## config.mk

```make
export PLATFORM = sky130hd
export DESIGN_NAME = debounce_entrada
export DESIGN_NICKNAME = d
export VERILOG_FILES = /design/src/rtl/debounce_entrada_pkg.sv /design/src/rtl/debounce_entrada_sincronizador.sv /design/src/rtl/debounce_entrada.sv
export SDC_FILE = /design/constraint.sdc
export NUM_CORES = 1
export LEC_CHECK = 0
export CORE_MARGIN = 1.5
export CORE_UTILIZATION = 50
export DETAILED_ROUTE_END_ITERATION = 7
export PLACE_DENSITY = 0.82
export RECOVER_POWER = 50
export SKIP_LAST_GASP = 1
export SYNTH_ARGS = -nofsm -noshare
export SYNTH_HDL_FRONTEND = slang
export SYNTH_SLANG_ARGS = --single-unit
```

## constraint.sdc

```tcl
create_clock -name clock -period 3.1 [get_ports clock]
set_input_delay 0.93 -clock clock [delete_from_list [all_inputs] [get_ports clock]]
set_output_delay 0.93 -clock clock [all_outputs]
set_load 0.005 [all_outputs]
```

## src/rtl/debounce_entrada_pkg.sv

```systemverilog
// Shared types and constants for the input conditioning block.
package debounce_entrada_pkg;

  typedef enum logic [1:0] {
    SOLTO          = 2'd0,
    CONFIRMA_PRESS = 2'd1,
    PRESSIONADO    = 2'd2,
    CONFIRMA_SOLTA = 2'd3
  } estado_t;

  localparam int DATA_W_DEF          = 18;
  localparam int DEBOUNCE_CYCLES_DEF = 500000;
  localparam int SYNC_STAGES_DEF     = 2;

  // Counter wide enough to hold 0..n; never narrower than one bit.
  function automatic int cnt_width(input int n);
    return (n < 1) ? 1 : $clog2(n + 1);
  endfunction

endpackage

```

## src/rtl/debounce_entrada_sincronizador.sv

```systemverilog
// Multi-flop synchroniser for asynchronous inputs, reset to a chosen idle level.
module sincronizador #(
  parameter int               WIDTH     = 1,
  parameter int               STAGES    = 2,
  parameter logic [WIDTH-1:0] RESET_VAL = '0
) (
  input  logic             clock,
  input  logic             reset,
  input  logic [WIDTH-1:0] d,
  output logic [WIDTH-1:0] q
);

  logic [WIDTH-1:0] etapa [STAGES];

  // Shift chain; the first stage may go metastable, later stages resolve it.
  always_ff @(posedge clock or negedge reset) begin
    if (!reset) begin
      for (int i = 0; i < STAGES; i++) etapa[i] <= RESET_VAL;
    end else begin
      etapa[0] <= d;
      for (int i = 1; i < STAGES; i++) etapa[i] <= etapa[i-1];
    end
  end

  assign q = etapa[STAGES-1];

endmodule

```

## src/rtl/debounce_entrada.sv

```systemverilog
// Synchronises the board switches and button, debounces the button and
// captures the switch word at each confirmed press.
//
//   state          | meaning
//   SOLTO          | button released and stable
//   CONFIRMA_PRESS | button seen pressed, waiting for it to stay pressed
//   PRESSIONADO    | button pressed and stable, switch word captured
//   CONFIRMA_SOLTA | button seen released, waiting for it to stay released
module debounce_entrada
  import debounce_entrada_pkg::*;
#(
  parameter int DATA_W          = DATA_W_DEF,
  parameter int SYNC_STAGES     = SYNC_STAGES_DEF,
  parameter int DEBOUNCE_CYCLES = DEBOUNCE_CYCLES_DEF,
  parameter bit BTN_ATIVO_BAIXO = 1'b1
) (
  input  logic              clock,
  input  logic              reset,
  input  logic [DATA_W-1:0] switch_in,
  input  logic              btn_in,
  output logic [DATA_W-1:0] switch_out,
  output logic              btn_out,
  output logic              btn_pulso,
  output logic              estavel
);

  localparam int               CNT_W   = cnt_width(DEBOUNCE_CYCLES);
  localparam logic [CNT_W-1:0] CNT_FIM = CNT_W'(DEBOUNCE_CYCLES - 1);

  logic [DATA_W-1:0] switch_sync;
  logic [0:0]        btn_raw_sync;
  logic              btn_sync;

  estado_t           state, state_next;
  logic [CNT_W-1:0]  cnt, cnt_next;
  logic [DATA_W-1:0] switch_next;
  logic              btn_out_next, btn_pulso_next, estavel_next;

  sincronizador #(
    .WIDTH    (DATA_W),
    .STAGES   (SYNC_STAGES),
    .RESET_VAL({DATA_W{1'b0}})
  ) u_sync_switch (
    .clock(clock),
    .reset(reset),
    .d    (switch_in),
    .q    (switch_sync)
  );

  // Button synchroniser idles at the raw released level so reset never looks like a press.
  sincronizador #(
    .WIDTH    (1),
    .STAGES   (SYNC_STAGES),
    .RESET_VAL(1'(BTN_ATIVO_BAIXO))
  ) u_sync_btn (
    .clock(clock),
    .reset(reset),
    .d    (btn_in),
    .q    (btn_raw_sync)
  );

  assign btn_sync = btn_raw_sync[0] ^ 1'(BTN_ATIVO_BAIXO);

  // State, stability counter and registered outputs.
  always_ff @(posedge clock or negedge reset) begin
    if (!reset) begin
      state      <= SOLTO;
      cnt        <= '0;
      switch_out <= '0;
      btn_out    <= 1'b0;
      btn_pulso  <= 1'b0;
      estavel    <= 1'b1;
    end else begin
      state      <= state_next;
      cnt        <= cnt_next;
      switch_out <= switch_next;
      btn_out    <= btn_out_next;
      btn_pulso  <= btn_pulso_next;
      estavel    <= estavel_next;
    end
  end

  // Next-state and next-output logic; counter restarts on every state change.
  always_comb begin
    state_next     = state;
    cnt_next       = cnt;
    switch_next    = switch_out;
    btn_out_next   = btn_out;
    btn_pulso_next = 1'b0;
    unique case (state)
      SOLTO: begin
        if (btn_sync) begin
          state_next = CONFIRMA_PRESS;
          cnt_next   = '0;
        end
      end
      CONFIRMA_PRESS: begin
        if (!btn_sync) begin
          state_next = SOLTO;
          cnt_next   = '0;
        end else if (cnt == CNT_FIM) begin
          state_next     = PRESSIONADO;
          cnt_next       = '0;
          btn_out_next   = 1'b1;
          btn_pulso_next = 1'b1;
          switch_next    = switch_sync;
        end else begin
          cnt_next = cnt + CNT_W'(1);
        end
      end
      PRESSIONADO: begin
        if (!btn_sync) begin
          state_next = CONFIRMA_SOLTA;
          cnt_next   = '0;
        end
      end
      CONFIRMA_SOLTA: begin
        if (btn_sync) begin
          state_next = PRESSIONADO;
          cnt_next   = '0;
        end else if (cnt == CNT_FIM) begin
          state_next   = SOLTO;
          cnt_next     = '0;
          btn_out_next = 1'b0;
        end else begin
          cnt_next = cnt + CNT_W'(1);
        end
      end
      default: begin
        state_next = SOLTO;
        cnt_next   = '0;
      end
    endcase
    estavel_next = (state_next == SOLTO) || (state_next == PRESSIONADO);
  end

endmodule

```

==> summary.md, run 1 <==
| Metric | Value |
|---|---|
| Skew-Pair Late Insertion Delay | `0.35 ns` |
| Row count | `28` |
| Comb pwr share | `3.5%` |
| Hold Vio Cnt, Final | `0` |
| Post-CTS setup buffers | `0` |
| Inserted Clock Buffers | `9` |
| Die Height | `80.47 um` |
| Largest net degree at the start of global routing | `81` |
| Cell-internal power | `1558 uW` |
| Post-route cell area | `0.003670 mm^2` |
| Status | `finished, violations left` |
| Chip Width | `80.47 um` |
| FF-to-FF Start | `cnt[8]` |
| Yosys top cell area share | `64.22%` |
| Post-synth EDFFs | `0` |
| Final wirelength | `5.596 mm` |
| Final worst path period need | `2.277 ns` |
| Crit Path Category | `flop to primary output` |
| I/O pins | `42` |
| Drt initial violations | `137` |
| Worst min-delay path startpoint | `u_sync_switch.etapa[22]` |
| Gr ovfl total | `0` |
| Seq pwr share | `54.7%` |
| Pwr per Cell Area | `540.0 mW/mm^2` |
| Root buffer cell | `clkbuf_8` |
| Hold Buf Count CTS | `0` |
| DP Area | `0.003453 mm^2` |
| Fraction of registers with async set/reset | `100.0%` |
| Antenna viol nets, final | `0` |
| Crit-path max FO | `1` |
| Clock Path Buffers | `2` |
| RSZ-0062 raised after global routing | `no` |
| IO Port Bufs | `41` |
| Residual DRC | `0` |
| Critical Path Start | `estavel` |
| Pre-CTS WS | `0.8881 ns` |
| Post-DP HPWL | `3.562 mm` |
| Normalized max-slew margin | `-24.95%` |
| GPL Wtd Cong | `0.8396` |
| WL/cell | `14.73 um` |
| Skew final | `0.005435 ns` |
| Slowest-stage cell, CP | `dfstp_2` |
| Achievable Freq | `439.1 MHz` |
| Yosys reg bits | `80` |
| Final setup TNS | `0 ns` |
| Tcrit/Tclk final | `73.46%` |
| CTS clk-pin slew, worst paths | `0.08 ns` |
| Worst Path Arrival | `1.35 ns` |
| Clock H-tree levels | `3` |
| Distinct cells, synth | `43` |
| First-pass GRT wire length | `9.039 mm` |
| Worst-Margin Slew | `1.874 ns` |
| Post-synth top flop | `dfrtp_1` |
| Failing checks | `max-capacitance violations, max-slew violations` |
| Placed cells | `364` |
| Critical Path, Cell by Cell | `clkdlybuf4s50_1` |
| Synthesized area per cell | `11.86 um^2` |
| Routed vias | `1,996` |
| Clk sink count | `80` |
| Slew Viols, Final | `81` |
| Die ar. | `0.006475 mm^2` |
| Nets@finish | `322` |
| Net Switching | `423.3 uW` |
| Vias per Instance | `5.253` |
| N_diodes | `0` |
| Critical Path End Type | `primary output` |
| Aggregate global-route resource usage | `19.00%` |
| Initial core utilization | `51.28%` |
| Sw Ratio | `21.36%` |
| Required time worst endpoint | `2.17 ns` |
| Synth-to-layout area growth | `22.31%` |
| Leakage | `0.001696 uW` |
| Buf/Inv on CP | `1` |
| Share of cells above drive strength 1 | `10.82%` |
| Library cell with the largest summed area after synthesis | `dfrtp_1` |
| Syn_nets | `275` |
| First drt pass iteration count | `4` |
| Finished Layout Cells | `380` |
| Storage element area | `0.002006 mm^2` |
| Register area share after synthesis | `66.85%` |
| Peak supply drop | `0.0003901 V` |
| CP top delay family | `flip-flops` |
| Via count of the first global-routing pass | `1,929` |
| Post-CTS Resized | `0` |
| Final Total Pwr | `1982 uW` |
| Worst Setup Start Kind | `flop` |
| Multi-input gate area | `908.4 um^2` |
| Layout fillers | `430` |
| Post-route setup slack | `0.8228 ns` |
| Netlist area before placement | `0.003000 mm^2` |
| Max-cap violations | `1` |
| Clk pwr share | `41.9%` |
| CTS tree | `yes` |
| Hold crit path type | `flop to flop` |
| Cells after Synth | `253` |
| CP peak stage delay | `0.52 ns` |
| Initial antenna violation count | `0` |
| Final setup violating endpoints | `0` |
| Syn. warnings | `0` |
| Core ar. | `0.005851 mm^2` |
| Synth area leaders | `dfrtp_1 (64%), nand2_1 (8.4%), mux2i_1 (3.0%)` |
cells in the final DEF (no fill, tap or decap), drive strengths merged, types with 3 or more instances in the layout:
cell           count
and3               6
clkbuf            11
mux2i              9
nand4              9
nor2               6
nor3               6
dfrtp             77
o21ai              3
inv                7
clkinv             3
a22o               3
clkdlybuf4s50     21
a21oi             14
dfstp              3
dlygate4sd3       19
nand3             11
or2                3
nand2             67
final timing paths:
check	slack, ns	cells past startpoint	to
setup / recovery	0.82	1	estavel
hold / removal	0.35	0	u_sync_switch.q[4]
setup reg to reg	0.85	5	switch_out[14]
hold reg to reg	0.35	0	u_sync_switch.q[4]
max in group asynchronous	0.92	1	switch_out[5]
min in group asynchronous	1.09	1	switch_out[13]
state kept, by name (all words and copies together), names as in the netlist:
signal,cells
btn_out,1
btn_pulso,1
cnt,19
estavel,1
state,2
switch_out,18
u_sync_btn.etapa,1
u_sync_btn.q,1
u_sync_switch.etapa,18
u_sync_switch.q,18
routing by layer:
metal / GRT usage [%] / share of wire (%) / up-vias
met5: 0 / 0 / -
met4: 6.552 / 1.8 / 0
met3: 6.932 / 4.4 / 12
met2: 31.26 / 51 / 46
met1: 23.06 / 43 / 980
li1: - / - / 958
Yosys cell counts (all sizes together) (2+ instances only):
cell,count
dfrtp,77
and4,2
mux2i,9
xor2,2
nand2,67
buf,6
nand4,9
a21oi,14
nor2,6
dfstp,3
o21ai,3
or2,3
nor3,6
inv,6
a22o,3
and2,2
and3,6
nand3,11
power by group through the flow:
stage	Combinational (uW)	Sequential, uW	Clock (uW)
2_1_floorplan	23.1	1100	0
3_3_place_gp	72.8	1100	0
3_5_place_dp	75.0	1100	0
4_1_cts	75.5	1080	846
5_1_grt	77.7	1090	898
6_report	68.7	1080	830
kinds of logic (layout without fill, tap and decap cells):
family / Yosys count / after routing / share of synthesized area, %
flops: 80 / 80 / 66.85
xor+xnor: 3 / 3 / 0.8759
simple gates: 120 / 120 / 19.85
buf+inv: 13 / 65 / 2.877
fa+ha+maj: 1 / 1 / 0.4169
compound gates: 26 / 26 / 5.755
mux: 10 / 10 / 3.378
per-stage QoR:
step | utilization, % | hold WS [ns]
floorplan | - | 0.3312
CTS | 62.77 | 0.3532
global route | 62.72 | 0.3588
detailed placement | 59.02 | 0.3347
global placement | 59.02 | 0.3321
finish | 62.72 | 0.3504
area by class of cell:
cell class | count | area share [%]
tap | 75 | 2.557
sequential | 80 | 54.65
inverter | 6 | 0.6137
clock inverter | 6 | 2.489
clock buffer | 10 | 3.478
multi-input combinational | 160 | 24.75
timing repair buffer | 43 | 11.46
(Power assumes the default switching activity.)
==> run 2, diff against run 1 <==
clock period = 2.36 ns   (was 3.1 ns; I/O delays follow)
==> run 2 against run 1 <==
Compared with the run above: the flow now finishes without violations; die area did not move; sequential share of layout area is the same; clock skew is 0.0037 ns higher; hold slack worse by 0.0018 ns; clock power rose by 14%; routed wire length shrank 1.8%; via count rose by 0.30%; utilization stayed put; largest power group unchanged.
==> summary.md, run 2 (same netlist as run 1, synthesis figures left out) <==
| Metric | Value |
|---|---|
| Nets@finish | `325 (+0.93%)` |
| Initial antenna violation count | `0 (unchanged)` |
| Critical Path End Type | `flop` |
| Residual DRC | `0 (unchanged)` |
| Largest Register | `cnt` |
| Die Height | `80.47 um (unchanged)` |
| Leakage | `0.001702 uW (+0.34%)` |
| Final setup TNS | `0 ns (unchanged)` |
| Drt initial violations | `84 (-39%)` |
| Crit Path Category | `flop to flop` |
| Sw Ratio | `24.62% (+3.3 points)` |
| Achievable Freq | `482.4 MHz` |
| Layout fillers | `444 (+3.3%)` |
| Post-CTS setup buffers | `0 (unchanged)` |
| Core ar. | `0.005851 mm^2 (unchanged)` |
| Via count of the first global-routing pass | `1,922 (-0.36%)` |
| Root buffer cell | `clkbuf_8` |
| First drt pass iteration count | `4 (unchanged)` |
| Max-cap violations | `0 (-1)` |
| Most common cell after layout, fill and taps aside | `dfrtp_1` |
| Share of cells above drive strength 1 | `12.01% (+1.2 points)` |
| Initial core utilization | `51.28% (unchanged)` |
| Routing usage on met3 | `4.205% (-2.7 points)` |
| Hold crit path type | `flop to flop` |
| Pwr per Cell Area | `670.3 mW/mm^2 (+24%)` |
| Finished Layout Cells | `383 (+0.79%)` |
| N_diodes | `0 (unchanged)` |
| Post-DP HPWL | `3.743 mm (+5.1%)` |
| Utilization after layout | `62.72% (unchanged)` |
| IO Port Bufs | `41 (unchanged)` |
| Met1 GRT Util | `25.04% (+2.0 points)` |
| Normalized max-slew margin | `17.39% (+42 points)` |
| Routed vias | `2,002 (+0.30%)` |
| Vias per Instance | `5.227 (-0.49%)` |
| Number of flip-flops in the largest register | `19 (unchanged)` |
| Seq pwr share | `57.8% (+3.1 points)` |
| GRT met2 Usage | `30.08% (-1.2 points)` |
| First-pass GRT wire length | `8.976 mm (-0.70%)` |
| Row count | `28 (unchanged)` |
| Slew Viols, Final | `0 (-100%)` |
| WL/cell | `14.35 um (-2.6%)` |
| Final setup violating endpoints | `0 (unchanged)` |
| Antenna viol nets, final | `0 (unchanged)` |
| Clock Path Buffers | `2 (unchanged)` |
| Inserted Clock Buffers | `9 (unchanged)` |
| Comb pwr share | `3.8% (+0.3 points)` |
| Die ar. | `0.006475 mm^2 (unchanged)` |
| Worst-Margin Slew | `1.235 ns (-0.6397 ns)` |
| Required time worst endpoint | `2.63 ns (+0.46 ns)` |
| Peak supply drop | `0.0005471 V (+40%)` |
| Buf/Inv on CP | `0 (-1)` |
| Commonest non-fill, non-tap cells in the layout | `dfrtp_1 (77), nand2_1 (67), clkdlybuf4s50_1 (21)` |
| Aggregate global-route resource usage | `19.15% (+0.15 points)` |
| Crit-path max FO | `28 (+27)` |
| Chip Width | `80.47 um (unchanged)` |
| Clk sink count | `80 (unchanged)` |
| RSZ-0062 raised after global routing | `no` |
| CP peak stage delay | `0.61 ns (+0.09 ns)` |
| Skew-Pair Late Insertion Delay | `0.36 ns (about the same)` |
| Gr ovfl total | `0 (unchanged)` |
| I/O pins | `42 (unchanged)` |
| Worst Path Arrival | `2.34 ns (+0.99 ns)` |
| Status | `finished clean` |
| CP top delay family | `compound AO/OA/AOI/OAI gates` |
| Tcrit/Tclk final | `87.83%` |
| Skew final | `0.009158 ns (+0.003724 ns)` |
| Net Switching | `605.7 uW (+43%)` |
| Post-CTS Resized | `0 (unchanged)` |
| Post-route setup slack | `0.2872 ns (-0.5356 ns)` |
| Clock H-tree levels | `3 (unchanged)` |
| Hold Buf Count CTS | `0 (unchanged)` |
| Pre-CTS WS | `0.3103 ns (-0.5778 ns)` |
| Slowest-stage cell, CP | `a31oi_4` |
| Synth-to-layout area growth | `22.31% (unchanged)` |
| Placed cells | `367 (+0.82%)` |
| Largest net degree at the start of global routing | `48 (-41%)` |
| Clk pwr share | `38.4% (-3.5 points)` |
| WHS | `0.3486 ns (-0.001829 ns)` |
| Final worst path period need | `2.073 ns` |
| Critical Path, Cell by Cell | `xnor2_1 > nand2_1 > a31oi_4 > nand4_1 > mux2i_1` |
| Final wirelength | `5.496 mm (-1.8%)` |
| Hold Vio Cnt, Final | `0 (unchanged)` |
| GPL Wtd Cong | `0.9035 (+7.6%)` |
| Global route hottest layer | `met2` |
| CTS tree | `yes` |
| Cell-internal power | `1854 uW (+19%)` |
| Worst Setup Start Kind | `flop` |
| CTS clk-pin slew, worst paths | `0.09 ns (about the same)` |
==> run 2: changes by cell type in the layout (fill, tap and decap cells not counted) <==
cell,change
inv_6,+4
buf_4,+2
bufinv_16,-2
clkinv_4,-2
buf_12,+1
clkbuf_1,-1
inv_8,+1
==> run 2: power groups by stage <==
stage,Sequential (uW),Combinational (uW),Clock (uW)
after detailed placement,1450,102,0
after global routing,1430,105,1020
final,1420,92.3,945
after floorplan,1450,30.3,0
after CTS,1420,102,971
after global placement,1450,97.6,0
==> run 2: final timing paths <==
| kind | startpoint | end | slack [ns] | depth (start not counted) |
|---|---|---|---|---|
| worst max-delay path | u_sync_btn.q | cnt[15] | 0.29 | 5 |
| max in group asynchronous | reset | u_sync_switch.q[5] | 1.04 | 2 |
| worst max register to register | u_sync_btn.q | cnt[15] | 0.29 | 5 |
| min in group asynchronous | reset | u_sync_switch.q[14] | 0.56 | 1 |
| worst min-delay path | u_sync_switch.etapa[28] | u_sync_switch.q[10] | 0.35 | 0 |
| worst min register to register | u_sync_switch.etapa[28] | u_sync_switch.q[10] | 0.35 | 0 |
==> run 2: cell type report <==
| class | instances | area, um^2 | area share (%) |
|---|---|---|---|
| sequential | 80 | 2006 | 54.65 |
| multi-input combinational | 160 | 908.4 | 24.75 |
| clock buffer | 9 | 123.9 | 3.375 |
| inverter | 6 | 22.52 | 0.6137 |
| clock inverter | 7 | 60.06 | 1.637 |
| tap | 75 | 93.84 | 2.557 |
| timing repair buffer | 46 | 455.4 | 12.41 |
==> run 2: metal layers <==
layer / vias up / share of wire [%]
li1: 963 / -
met1: 972 / 45
met2: 59 / 50
met3: 8 / 3.7
met4: 0 / 2.0
met5: - / 0
==> run 2: stage by stage <==
stage	total power (uW)	area (um^2)
after global routing	2553	3670
after global placement	1544	3488
final	2460	3670
after CTS	2496	3672
after detailed placement	1551	3488
after floorplan	1476	3000
==> patch 1: new RTL, settings of run 2 <==
`BTN_ATIVO_BAIXO`: 1'b1 -> 1'b0.
--- a/src/rtl/debounce_entrada.sv
+++ b/src/rtl/debounce_entrada.sv
@@ -14,3 +14,3 @@
   parameter int DEBOUNCE_CYCLES = DEBOUNCE_CYCLES_DEF,
-  parameter bit BTN_ATIVO_BAIXO = 1'b1
+  parameter bit BTN_ATIVO_BAIXO = 1'b0
 ) (
Formal check against the unedited RTL: not equivalent (Yosys sat finds a counterexample within 4 cycles, from zero or initial values and one cycle with reset low).
==> patch 1 against run 2 <==
Power up 3.9%. Core utilization up 1.2 points. Count of clock-buffer cells in the layout up 1. Worst setup slack worse by 0.050 ns. Routed wire length down 0.35%. Sequential power about the same. Synthesized area up 3.1%. First-iteration DRC count up 20%. Sequential cell count unchanged. Cell area up 3.7%. Critical endpoint is now switch_out[8].
==> patch 1: results (changes against run 2) <==
[route]
met3_length_um = 263  ; +28%
wl_per_cell_um = 15.5  ; +8.1%
drt-initial-drc-count = 101  ; +20%
vias_per_cell = 5.36  ; +2.6%
drt-met1-wl_mm = 2.45  ; +0.16%
wl_met2_mm = 2.72  ; -0.44%

[hold_path]
hold_start = u_sync_switch.etapa[35]
whs_endpoint = u_sync_switch.q[17]

[worst_setup_path]
endpoint = switch_out[8]
cp_max_fo = 19  ; -32%
cpPeakStageDelay_ns = 0.47  ; -0.14 ns
setup.worst_path.start = cnt[11]
cp_top_family = simple AND/OR/NAND/NOR gates
reg2reg_slack_ns = 0.24  ; -0.05 ns

[synth]
synth_xor_area_share_pct = 0.809  ; -0.067 points
ys_seq_area_share_pct = 64.7  ; -2.1 points
synthAdderAreaFrac_pct = 0.404  ; -0.013 points
synth_compound_area_share_pct = 7.56  ; +1.8 points
synth_area_per_cell_sq_um = 14.2  ; +20%
synth_commonest_cells = 79 x dfrtp_1, 11 x nand2_1
syn-num-nets = 240  ; -13%

[status]
status = complete, no violations

[power_and_ir_drop]
cellLeakagePower_nw = 1.68  ; -1.3%
power.switching_mw = 0.576  ; -4.9%
power.internal_mw = 1.98  ; +6.8%
vdd_drop_max_mv = 0.497  ; -9.2%

[timing]
final.setup_skew_ns = 0.00669  ; -0.00247 ns
slew-limit-headroom_pct = 37.0  ; +20 points
timing.final.crit_share_pct = 89.9  ; +2.1 points

[grt]
grt_pass1_wl_mm = 9.17  ; +2.2%
met3_usage_pct = 5.78  ; +1.6 points
grt_max_degree = 41  ; -15%

[cells_and_area]
layout-drive-gt1-share_pct = 22.3  ; +10 points
fin_nets = 295  ; -9.2%

[placed_design]
pre_cts_slack_ns = 0.247  ; -0.0635 ns
place_congestion = 0.881  ; -2.4%
placed_area_sq_um = 3610  ; +3.6%

[patch 1: cell types whose count changed after synthesis, moves of 4 or more]
| cell | run 2 | this run |
|---|---|---|
| a21oi_1 | 14 | 9 |
| and3_1 | 4 | 0 |
| mux2_2 | 1 | 10 |
| mux2_4 | 0 | 10 |
| mux2i_1 | 9 | 3 |
| nand2_1 | 67 | 11 |
| nand4_1 | 8 | 2 |
| o21ai_0 | 3 | 10 |
| or3_1 | 0 | 5 |
[patch 1: layout make-up]
| type | count | area, sq um | share of cell area, % |
|---|---|---|---|
| repair buffers | 49 | 459 | 12.1 |
| flip-flops and latches | 80 | 2000 | 52.6 |
| clock inverters | 6 | 75.1 | 1.97 |
| inverters | 8 | 30.0 | 0.789 |
| clock buffers | 10 | 138 | 3.62 |
| multi-input cells | 125 | 1010 | 26.5 |
| well taps | 75 | 93.8 | 2.47 |
==> patch 2: new RTL, settings of run 2 <==
Made on the original files. The output `estavel` loses its register stage (`estavel` becomes a continuous assignment).
--- a/src/rtl/debounce_entrada.sv
+++ b/src/rtl/debounce_entrada.sv
@@ -71,3 +71,2 @@
       btn_pulso  <= 1'b0;
-      estavel    <= 1'b1;
     end else begin
@@ -78,5 +77,6 @@
       btn_pulso  <= btn_pulso_next;
-      estavel    <= estavel_next;
     end
   end
+
+  assign estavel = estavel_next;
 
Formal check against the unedited RTL: not equivalent (a bounded check fails within 4 cycles, from zero or initial values and one cycle with reset low).
==> patch 2 against run 2 <==
The run now ends with negative setup slack left. Synthesized area fell by 0.88%. Count of clock-buffer cells in the layout up 1. Sequential cell count decreased by 1. Cell area up 3.7%. Combinational power rose by 6.9%. Routed wire length grew 3.3%. Core utilization rose by 5.1 points. Power is 0.95% higher. Worst setup slack got worse by 0.40 ns. Final cell count grew 4.4%. Largest power group unchanged.
==> patch 2: results (changes against run 2) <==
[status]
status = complete, but fails checks
violations = negative setup slack

[worst_setup_path]
critPathArrivalTime_ns = 1.76  ; -0.58 ns
reg2reg_slack_ns = 0.25  ; -0.04 ns
rr_endpoint = cnt[0]
reg2reg_depth = 5  ; unchanged
cp_max_fo = 2  ; -93%
cpPeakStageDelay_ns = 0.36  ; -0.25 ns
cp_top_family = simple AND/OR/NAND/NOR gates
r2r-start = cnt[9]
cp_slowest_cell = dfrtp_1

[route]
wirelength_mm = 5.68  ; +3.3%
wl_per_cell_um = 14.2  ; -1.1%
via_count = 2093  ; +4.5%
drt-initial-drc-count = 139  ; +65%

[timing]
worst_slack_ns = -0.108  ; -0.395 ns
final.setup_skew_ns = 0.00947  ; +0.000308 ns
final.setup.tns_ns = -0.108  ; -0.108 ns
setup_viol = 1  ; +1
slew-limit-headroom_pct = 32.4  ; +15 points

[synth]
synth_xor_area_share_pct = 0.883  ; +0.0077 points
synthAdderAreaFrac_pct = 0.421  ; +0.0037 points
synth_area_per_cell_sq_um = 11.8  ; -0.48%
synth.area.top_cells = dfrtp_1 65%, nand2_1 8.5%, mux2i_1 3.0%, a21oi_1 2.4%, nand3_1 1.9%
synth_mux_area_share_pct = 3.41  ; +0.030 points
synth_compound_area_share_pct = 5.81  ; +0.051 points
ys_seq_area_share_pct = 66.6  ; -0.29 points
async_reset_ff_share_pct = 100  ; unchanged
syn-num-nets = 274  ; -0.36%

[cells_and_area]
fin_nets = 345  ; +6.2%
layout-drive-gt1-share_pct = 18.3  ; +6.3 points
nFillCells = 423  ; -4.7%

[power_and_ir_drop]
cellLeakagePower_nw = 1.79  ; +5.4%
vdd_drop_max_mv = 0.636  ; +16%

[placed_design]
placed_area_sq_um = 3610  ; +3.4%
place_congestion = 0.915  ; +1.3%
dp_cells = 383  ; +4.4%
post-dp-hpwl_mm = 3.78  ; +0.93%

[grt]
grt_pass1_vias = 2002  ; +4.2%
grt_use_total_pct = 20.0  ; +0.82 points
grt_max_degree = 45  ; -6.3%
grt_pass1_wl_mm = 9.32  ; +3.8%

[hold_path]
whs_endpoint = u_sync_switch.q[12]
hold_start = u_sync_switch.etapa[30]

[cts]
cts_buffer_depth = 2  ; unchanged

-- patch 2: cell count changes after synthesis, sizes merged --
cell	change
dfstp	-1
-- patch 2: per-layer routing --
metal / global-route usage [%] / up-vias / part of all wire, %
met4: 11.6 / 0 / 3.0
met5: 0 / - / 0
met3: 5.11 / 18 / 4.0
li1: - / 1001 / -
met2: 29.2 / 55 / 48
met1: 27.1 / 1019 / 45
-- patch 2: kinds of logic after synthesis --
group           Yosys count
xor+xnor                  3
flops                    79
fa+ha+maj                 1
buf+inv                  13
simple gates            120
compound gates           26
mux                      10
-- patch 2: final cells by class --
type | count | area [sq um] | share of cell area (%)
tap | 72 | 90.1 | 2.37
timing repair buffer | 67 | 599 | 15.8
multi-input combinational | 160 | 918 | 24.1
clock buffer | 10 | 128 | 3.35
sequential | 79 | 1980 | 52.0
clock inverter | 6 | 67.6 | 1.78
inverter | 6 | 22.5 | 0.592
-- patch 2: how the worst max path moves through the flow --
stage	from	endpoint	slack [ns]
6_report	cnt[0]	estavel	-0.11
5_1_grt	cnt[1]	estavel	-0.26
4_1_cts	cnt[1]	estavel	-0.09
3_5_place_dp	cnt[1]	estavel	-0.15
3_3_place_gp	cnt[0]	estavel	-0.14
2_1_floorplan	cnt[0]	estavel	0.32
-- patch 2: through the flow --
stage / hold slack, ns / setup WS [ns]
6_report: 0.349 / -0.108
5_1_grt: 0.359 / -0.258
4_1_cts: 0.301 / -0.0878
3_5_place_dp: 0.336 / -0.147
3_3_place_gp: 0.331 / -0.137
2_1_floorplan: 0.331 / 0.321
-- patch 2: where the power goes --
group	internal, mW	switching, mW
clock	0.494	0.489
sequential	1.39	0.0115
combinational	0.0431	0.0556
-- patch 2: what timing repair did --
item,in CTS,in global routing
endpoints found under the setup margin,1,1
setup buffers,1,0
gates resized for setup,6,3
pin swaps,5,4
